### src/rtl/exc_ctrl_if.sv
// Pipeline-side bundle for the trap sequencer: memory-stage exception inputs
// plus the fetch redirect, flush/stall and exception-register outputs.
interface exc_ctrl_if;
  logic [4:0]  vector_mem;
  logic        mem_valid;
  logic [31:0] pc_mem;
  logic [31:0] data_address;
  logic        eret;
  logic        irq;
  logic        kill_mem;
  logic        flush;
  logic        stall;
  logic        pc_load;
  logic [31:0] pc_target;
  logic [31:0] epc;
  logic [4:0]  cause;
  logic [31:0] badvaddr;
  logic        s_u;
  logic        ie;

  // Pipeline side: drives the memory-stage state, consumes redirect/status.
  modport master (
    output vector_mem, mem_valid, pc_mem, data_address, eret, irq,
    input  kill_mem, flush, stall, pc_load, pc_target,
    input  epc, cause, badvaddr, s_u, ie
  );

  // Trap sequencer side.
  modport slave (
    input  vector_mem, mem_valid, pc_mem, data_address, eret, irq,
    output kill_mem, flush, stall, pc_load, pc_target,
    output epc, cause, badvaddr, s_u, ie
  );
endinterface

### src/rtl/exc_ctrl.sv
// Trap sequencer: takes exceptions/interrupts/eret from the memory stage,
// holds EPC/cause/badvaddr and mode/IE, and sequences flush then PC redirect.
module exc_ctrl #(
  parameter logic [31:0] VEC_BASE     = 32'h0000_0100,
  parameter int unsigned FLUSH_CYCLES = 2,
  parameter logic [4:0]  INT_VECTOR   = 5'b00010
) (
  input logic      clk,
  input logic      rst,
  exc_ctrl_if.slave bus
);

  typedef enum logic [1:0] {
    RUN   = 2'd0,
    FLUSH = 2'd1,
    LOAD  = 2'd2
  } state_t;

  localparam logic [2:0] CNT_INIT  = 3'(FLUSH_CYCLES - 1);
  localparam logic [4:0] CAUSE_MIS = 5'b01011;
  localparam logic [4:0] CAUSE_PRT = 5'b01001;

  state_t      r_state;
  state_t      w_next_state;
  logic [2:0]  r_cnt;
  logic        r_ret;
  logic        r_s_u;
  logic        r_ie;
  logic        r_s_u_p;
  logic        r_ie_p;
  logic [31:0] r_epc;
  logic [4:0]  r_cause;
  logic [31:0] r_badvaddr;

  logic        w_active;
  logic        w_exc;
  logic        w_ret;
  logic        w_int;
  logic        w_take_trap;
  logic [4:0]  w_trap_cause;
  logic        w_save_bad;
  logic        w_kill_mem;
  logic        w_flush;
  logic        w_stall;
  logic        w_pc_load;
  logic [31:0] w_pc_target;

  // Event decode: exception beats eret, eret beats interrupt.
  assign w_active     = (r_state == RUN) && bus.mem_valid;
  assign w_exc        = w_active && (bus.vector_mem != 5'd0);
  assign w_ret        = w_active && (bus.vector_mem == 5'd0) && bus.eret;
  assign w_int        = w_active && (bus.vector_mem == 5'd0) && !bus.eret
                        && bus.irq && r_ie;
  assign w_take_trap  = w_exc || w_int;
  assign w_trap_cause = w_exc ? bus.vector_mem : INT_VECTOR;
  assign w_save_bad   = w_exc && ((bus.vector_mem == CAUSE_MIS) ||
                                  (bus.vector_mem == CAUSE_PRT));

  // State register.
  always_ff @(posedge clk) begin
    if (rst) r_state <= RUN;
    else     r_state <= w_next_state;
  end

  // Next-state logic.
  always_comb begin
    w_next_state = r_state;
    case (r_state)
      RUN:     if (w_take_trap || w_ret) w_next_state = FLUSH;
      FLUSH:   if (r_cnt == 3'd0)        w_next_state = LOAD;
      LOAD:    w_next_state = RUN;
      default: w_next_state = RUN;
    endcase
  end

  // Output decode; pc_target is only meaningful in LOAD.
  always_comb begin
    w_kill_mem  = w_exc || w_int;
    w_flush     = 1'b0;
    w_stall     = (r_state != RUN);
    w_pc_load   = 1'b0;
    w_pc_target = '0;
    case (r_state)
      FLUSH: w_flush = 1'b1;
      LOAD: begin
        w_pc_load   = 1'b1;
        w_pc_target = r_ret ? r_epc : (VEC_BASE + {23'd0, r_cause, 4'b0000});
      end
      default: ;
    endcase
  end

  // Exception registers, flush counter and mode/IE status.
  always_ff @(posedge clk) begin
    if (rst) begin
      r_cnt      <= '0;
      r_ret      <= 1'b0;
      r_s_u      <= 1'b0;
      r_ie       <= 1'b0;
      r_s_u_p    <= 1'b0;
      r_ie_p     <= 1'b0;
      r_epc      <= '0;
      r_cause    <= '0;
      r_badvaddr <= '0;
    end else if (w_take_trap) begin
      r_epc   <= bus.pc_mem;
      r_cause <= w_trap_cause;
      if (w_save_bad) r_badvaddr <= bus.data_address;
      r_s_u_p <= r_s_u;
      r_ie_p  <= r_ie;
      r_ret   <= 1'b0;
      r_cnt   <= CNT_INIT;
    end else if (w_ret) begin
      r_ret <= 1'b1;
      r_cnt <= CNT_INIT;
    end else if (r_state == FLUSH) begin
      if (r_cnt != 3'd0) r_cnt <= r_cnt - 3'd1;
    end else if (r_state == LOAD) begin
      if (r_ret) begin
        r_s_u <= r_s_u_p;
        r_ie  <= r_ie_p;
      end else begin
        r_s_u <= 1'b0;
        r_ie  <= 1'b0;
      end
    end
  end

  assign bus.kill_mem  = w_kill_mem;
  assign bus.flush     = w_flush;
  assign bus.stall     = w_stall;
  assign bus.pc_load   = w_pc_load;
  assign bus.pc_target = w_pc_target;
  assign bus.epc       = r_epc;
  assign bus.cause     = r_cause;
  assign bus.badvaddr  = r_badvaddr;
  assign bus.s_u       = r_s_u;
  assign bus.ie        = r_ie;

endmodule
### src/flat_wrapper.sv
// flat-port wrapper written by rule: the top's interface ports become plain ports
module exc_ctrl_flat 
#(
  parameter logic [31:0] VEC_BASE     = 32'h0000_0100,
  parameter int unsigned FLUSH_CYCLES = 2,
  parameter logic [4:0]  INT_VECTOR   = 5'b00010
)
  (clk, rst, bus_vector_mem, bus_mem_valid, bus_pc_mem, bus_data_address, bus_eret, bus_irq, bus_kill_mem, bus_flush, bus_stall, bus_pc_load, bus_pc_target, bus_epc, bus_cause, bus_badvaddr, bus_s_u, bus_ie);
  exc_ctrl_if bus_i ();
  input logic clk;
  input logic rst;
  input wire logic [$bits(bus_i.vector_mem)-1:0] bus_vector_mem;
  input wire logic [$bits(bus_i.mem_valid)-1:0] bus_mem_valid;
  input wire logic [$bits(bus_i.pc_mem)-1:0] bus_pc_mem;
  input wire logic [$bits(bus_i.data_address)-1:0] bus_data_address;
  input wire logic [$bits(bus_i.eret)-1:0] bus_eret;
  input wire logic [$bits(bus_i.irq)-1:0] bus_irq;
  output wire logic [$bits(bus_i.kill_mem)-1:0] bus_kill_mem;
  output wire logic [$bits(bus_i.flush)-1:0] bus_flush;
  output wire logic [$bits(bus_i.stall)-1:0] bus_stall;
  output wire logic [$bits(bus_i.pc_load)-1:0] bus_pc_load;
  output wire logic [$bits(bus_i.pc_target)-1:0] bus_pc_target;
  output wire logic [$bits(bus_i.epc)-1:0] bus_epc;
  output wire logic [$bits(bus_i.cause)-1:0] bus_cause;
  output wire logic [$bits(bus_i.badvaddr)-1:0] bus_badvaddr;
  output wire logic [$bits(bus_i.s_u)-1:0] bus_s_u;
  output wire logic [$bits(bus_i.ie)-1:0] bus_ie;
  assign bus_i.vector_mem = bus_vector_mem;
  assign bus_i.mem_valid = bus_mem_valid;
  assign bus_i.pc_mem = bus_pc_mem;
  assign bus_i.data_address = bus_data_address;
  assign bus_i.eret = bus_eret;
  assign bus_i.irq = bus_irq;
  assign bus_kill_mem = bus_i.kill_mem;
  assign bus_flush = bus_i.flush;
  assign bus_stall = bus_i.stall;
  assign bus_pc_load = bus_i.pc_load;
  assign bus_pc_target = bus_i.pc_target;
  assign bus_epc = bus_i.epc;
  assign bus_cause = bus_i.cause;
  assign bus_badvaddr = bus_i.badvaddr;
  assign bus_s_u = bus_i.s_u;
  assign bus_ie = bus_i.ie;
  exc_ctrl #(.VEC_BASE(VEC_BASE), .FLUSH_CYCLES(FLUSH_CYCLES), .INT_VECTOR(INT_VECTOR)) u_core (.clk(clk), .rst(rst), .bus(bus_i));
endmodule
### config.mk
export PLATFORM = sky130hd
export DESIGN_NAME = exc_ctrl_flat
export DESIGN_NICKNAME = d
export VERILOG_FILES = /design/src/rtl/exc_ctrl_if.sv /design/src/rtl/exc_ctrl.sv /design/src/flat_wrapper.sv
export SDC_FILE = /design/constraint.sdc
export NUM_CORES = 1
export LEC_CHECK = 0
export CAP_MARGIN = 5
export CORE_UTILIZATION = 40
export CTS_BUF_LIST = sky130_fd_sc_hd__clkbuf_4 sky130_fd_sc_hd__clkbuf_8
export DETAILED_ROUTE_END_ITERATION = 16
export GPL_ROUTABILITY_DRIVEN = 0
export PLACE_DENSITY = 0.86
export REMOVE_ABC_BUFFERS = 1
export SETUP_SLACK_MARGIN = 0.2
export SYNTH_ARGS = -nofsm -noshare
export SYNTH_HDL_FRONTEND = slang
export SYNTH_SLANG_ARGS = --single-unit
### constraint.sdc
create_clock -name clk -period 2.5 [get_ports clk]
set_clock_uncertainty 0.15 [all_clocks]
set_input_delay 0.5 -clock clk [delete_from_list [all_inputs] [get_ports clk]]
set_output_delay 0.5 -clock clk [all_outputs]
set_load 0.005 [all_outputs]
==> impl_metrics.json <==
{
  "outcome": "finished, final reports clean",
  "initial_core_util_pct": 41.3,
  "totalPowerFinal_mw": 3.02,
  "htreeDepth": 3,
  "switchingPower_mw": 0.696,
  "wl_met3_um": 880,
  "wl_um": 9950,
  "syn_avg_cell_area_um2": 8.53,
  "met2_length_um": 4980,
  "cp_common_cell": "buf_6",
  "vias_per_cell": 4.79,
  "wl_per_cell_um": 14.1,
  "cp_slowest_cell": "dfxtp_2",
  "clkPwrFrac_pct": 38.5,
  "dp_hpwl_um": 7040,
  "rsz0062_at_grt": "yes",
  "drc": 0,
  "p_leak_nw": 2.37,
  "crit_required_ns": 1.85,
  "grt_max_degree": 45,
  "max_stage_delay_ns": 0.33,
  "cp_top_family": "buffers and inverters",
  "clock_latency_ns": 0.33,
  "synth_cells": 398,
  "nets": 672,
  "synth_cell_types": 38,
  "drv_slew": 0,
  "synth_seq_area_share_pct": 46.6,
  "fin_crit_ns": 2.36,
  "clock_sinks": 79,
  "coreArea_um2": 8220,
  "worstPathMaxFanout": 6,
  "relSlewSlack_pct": 63.5,
  "ios": 181,
  "worstSetupPathType": "flop to primary output",
  "yosys-top-cells-area": "dfxtp_1, nand2_1, a21oi_2",
  "p_int_mw": 2.32,
  "crit_path_end_kind": "primary output",
  "clk_pin_slew_ns": 0.08,
  "crit_buf_inv": 5,
  "yosys_warnings": 0,
  "rows": 33,
  "final_common_cell": "clkdlybuf4s50_1",
  "worst_setup_path_start_kind": "flop",
  "fp.dieW_um": 94.1,
  "vias": 3385,
  "drt-met1-wl_um": 3970,
  "hold_viol_final": 0,
  "synth_top_area_cell": "dfxtp_1",
  "min_period_over_period_pct": 94.3,
  "cp.arrival_ns": 1.71,
  "tightest_slew_ns": 0.547,
  "finish.utilization_pct": 68.9,
  "synthesis.area_um2": 3390,
  "pwr-share-comb_pct": 16.4,
  "n_antenna_cell": 0,
  "ys_seq_elements": 79,
  "fill_cells": 642,
  "cap_viol_max_count": 0,
  "antenna_found_initial": 0,
  "first_iter_violations": 95,
  "ant_nets": 0,
  "dieArea_um2": 8860,
  "clock-root-buffer": "clkbuf_8",
  "grt.total_usage_pct": 22.0,
  "io_buffers": 180,
  "grt_pass1_wl_um": 15200,
  "top_layer": "met4",
  "final_cell_mix": "clkdlybuf4s50_1, nand2_1, dfxtp_1",
  "swShare_pct": 23.1,
  "synth_top_area_share_pct": 46.6,
  "cts_tree": "done",
  "first_pass_iters": 4,
  "seq_power_share_pct": 45.1,
  "max_clock_freq_mhz": 424,
  "die_h_um": 94.1,
  "setup_viol": 0,
  "clockBufferDepth": 2,
  "drive_gt1_share_pct": 21.8,
  "grt_pass1_vias": 3270,
  "crit_path_cell_trace": "nand2b_4, nor2_4, buf_6, buf_6, buf_6, buf_6, and2_1, clkdlybuf4s15_1",
  "overflow": 0,
  "powerDensity_nw_per_um2": 533,
  "ir_worst_vdd_v": 0.000279,
  "min_path_type": "flop to flop",
  "area_growth_pct": 66.9,
  "numCtsBuffers": 9
}
-- worst min-delay path, cell delays in order (launching register included) --
cell     delay [ns]
dfxtp_1        0.31
nand2_1        0.05
a21oi_1        0.05
-- cell families after synthesis --
family                   after synthesis  share of synthesized area [%]
flip-flops                            79                           46.6
buffers and inverters                 34                           7.12
XOR/XNOR                               1                          0.258
adder cells (fa/ha/maj)                2                          0.737
multiplexers                           4                           1.18
AND/OR/NAND/NOR                      196                           27.9
AO/OA/AOI/OAI                         82                           16.2
-- layer usage --
layer  global-route usage, %  up-vias
li1                        -     1678
met1                    23.8     1559
met2                    40.9      137
met3                    6.47       11
met4                    6.92        0
met5                       0        -
-- through the flow --
stage	instances	hold slack [ns]	area (um^2)	TNS (ns)	worst slack (ns)
after floorplan	371	0.286	3180	-32.28	-0.956
after global placement	676	0.291	5270	-9.99	-0.481
after detailed placement	676	0.298	5270	-11.19	-0.486
after CTS	701	0.309	5600	0	0.0297
after global routing	706	0.321	5660	0	0.0433
final	706	0.303	5660	0	0.142
-- power by group through the flow --
stage	logic [mW]	registers, mW	clock network, mW
final	0.496	1.36	1.16
after global routing	0.536	1.37	1.25
after CTS	0.496	1.36	1.18
after detailed placement	0.490	1.39	0
after global placement	0.480	1.39	0
after floorplan	0.165	1.39	0
-- layout make-up --
class,count,area [um^2],share of cell area [%]
clock buffer,13,160,2.83
clock inverter,3,90.1,1.59
inverter,7,26.3,0.464
multi-input combinational,285,1590,28.1
sequential,79,1580,27.9
tap,105,131,2.32
timing repair buffer,214,2080,36.7
-- synthesized netlist by cell type, drive strengths merged --
cell type,instances
or3b,1
nand2b,3
nor4,1
o31ai,1
mux2i,4
and3b,1
a31o,1
or4,1
ha,2
buf,12
xnor2,1
or2,1
nor3b,2
dfxtp,79
and4,1
nor2,19
a22oi,6
a21oi,71
a211oi,3
or3,1
clkbuf,14
and2,27
nand4,1
inv,7
nor3,2
nand2,133
nor2b,2
dlygate4sd1,1
-- repair_timing --
item,CTS,global route
setup endpoints to repair,67,52
pin swaps,2,3
gates cloned,2,0
buffers inserted,7,5
gates resized for setup,40,44
hold buffers,0,0
-- registers in the layout (all words and copies together), names as in the netlist --
register             cells
u_core.bus.s_u           1
u_core.bus.ie            1
u_core.bus.cause         5
u_core.r_s_u_p           1
u_core.r_state           2
u_core.r_cnt             3
u_core.bus.badvaddr     32
u_core.r_ie_p            1
u_core.bus.epc          32
u_core.r_ret             1
-- worst paths after layout --
kind | from | end | slack [ns] | depth (start not counted)
max | u_core.r_state[0] | bus_pc_target[23] | 0.14 | 8
max reg2reg | u_core.r_state[1] | u_core.r_ie_p | 0.64 | 7
min | u_core.bus.badvaddr[23] | u_core.bus.badvaddr[23] | 0.30 | 2
min reg2reg | u_core.bus.badvaddr[23] | u_core.bus.badvaddr[23] | 0.30 | 2
(Power assumes the default switching activity.)
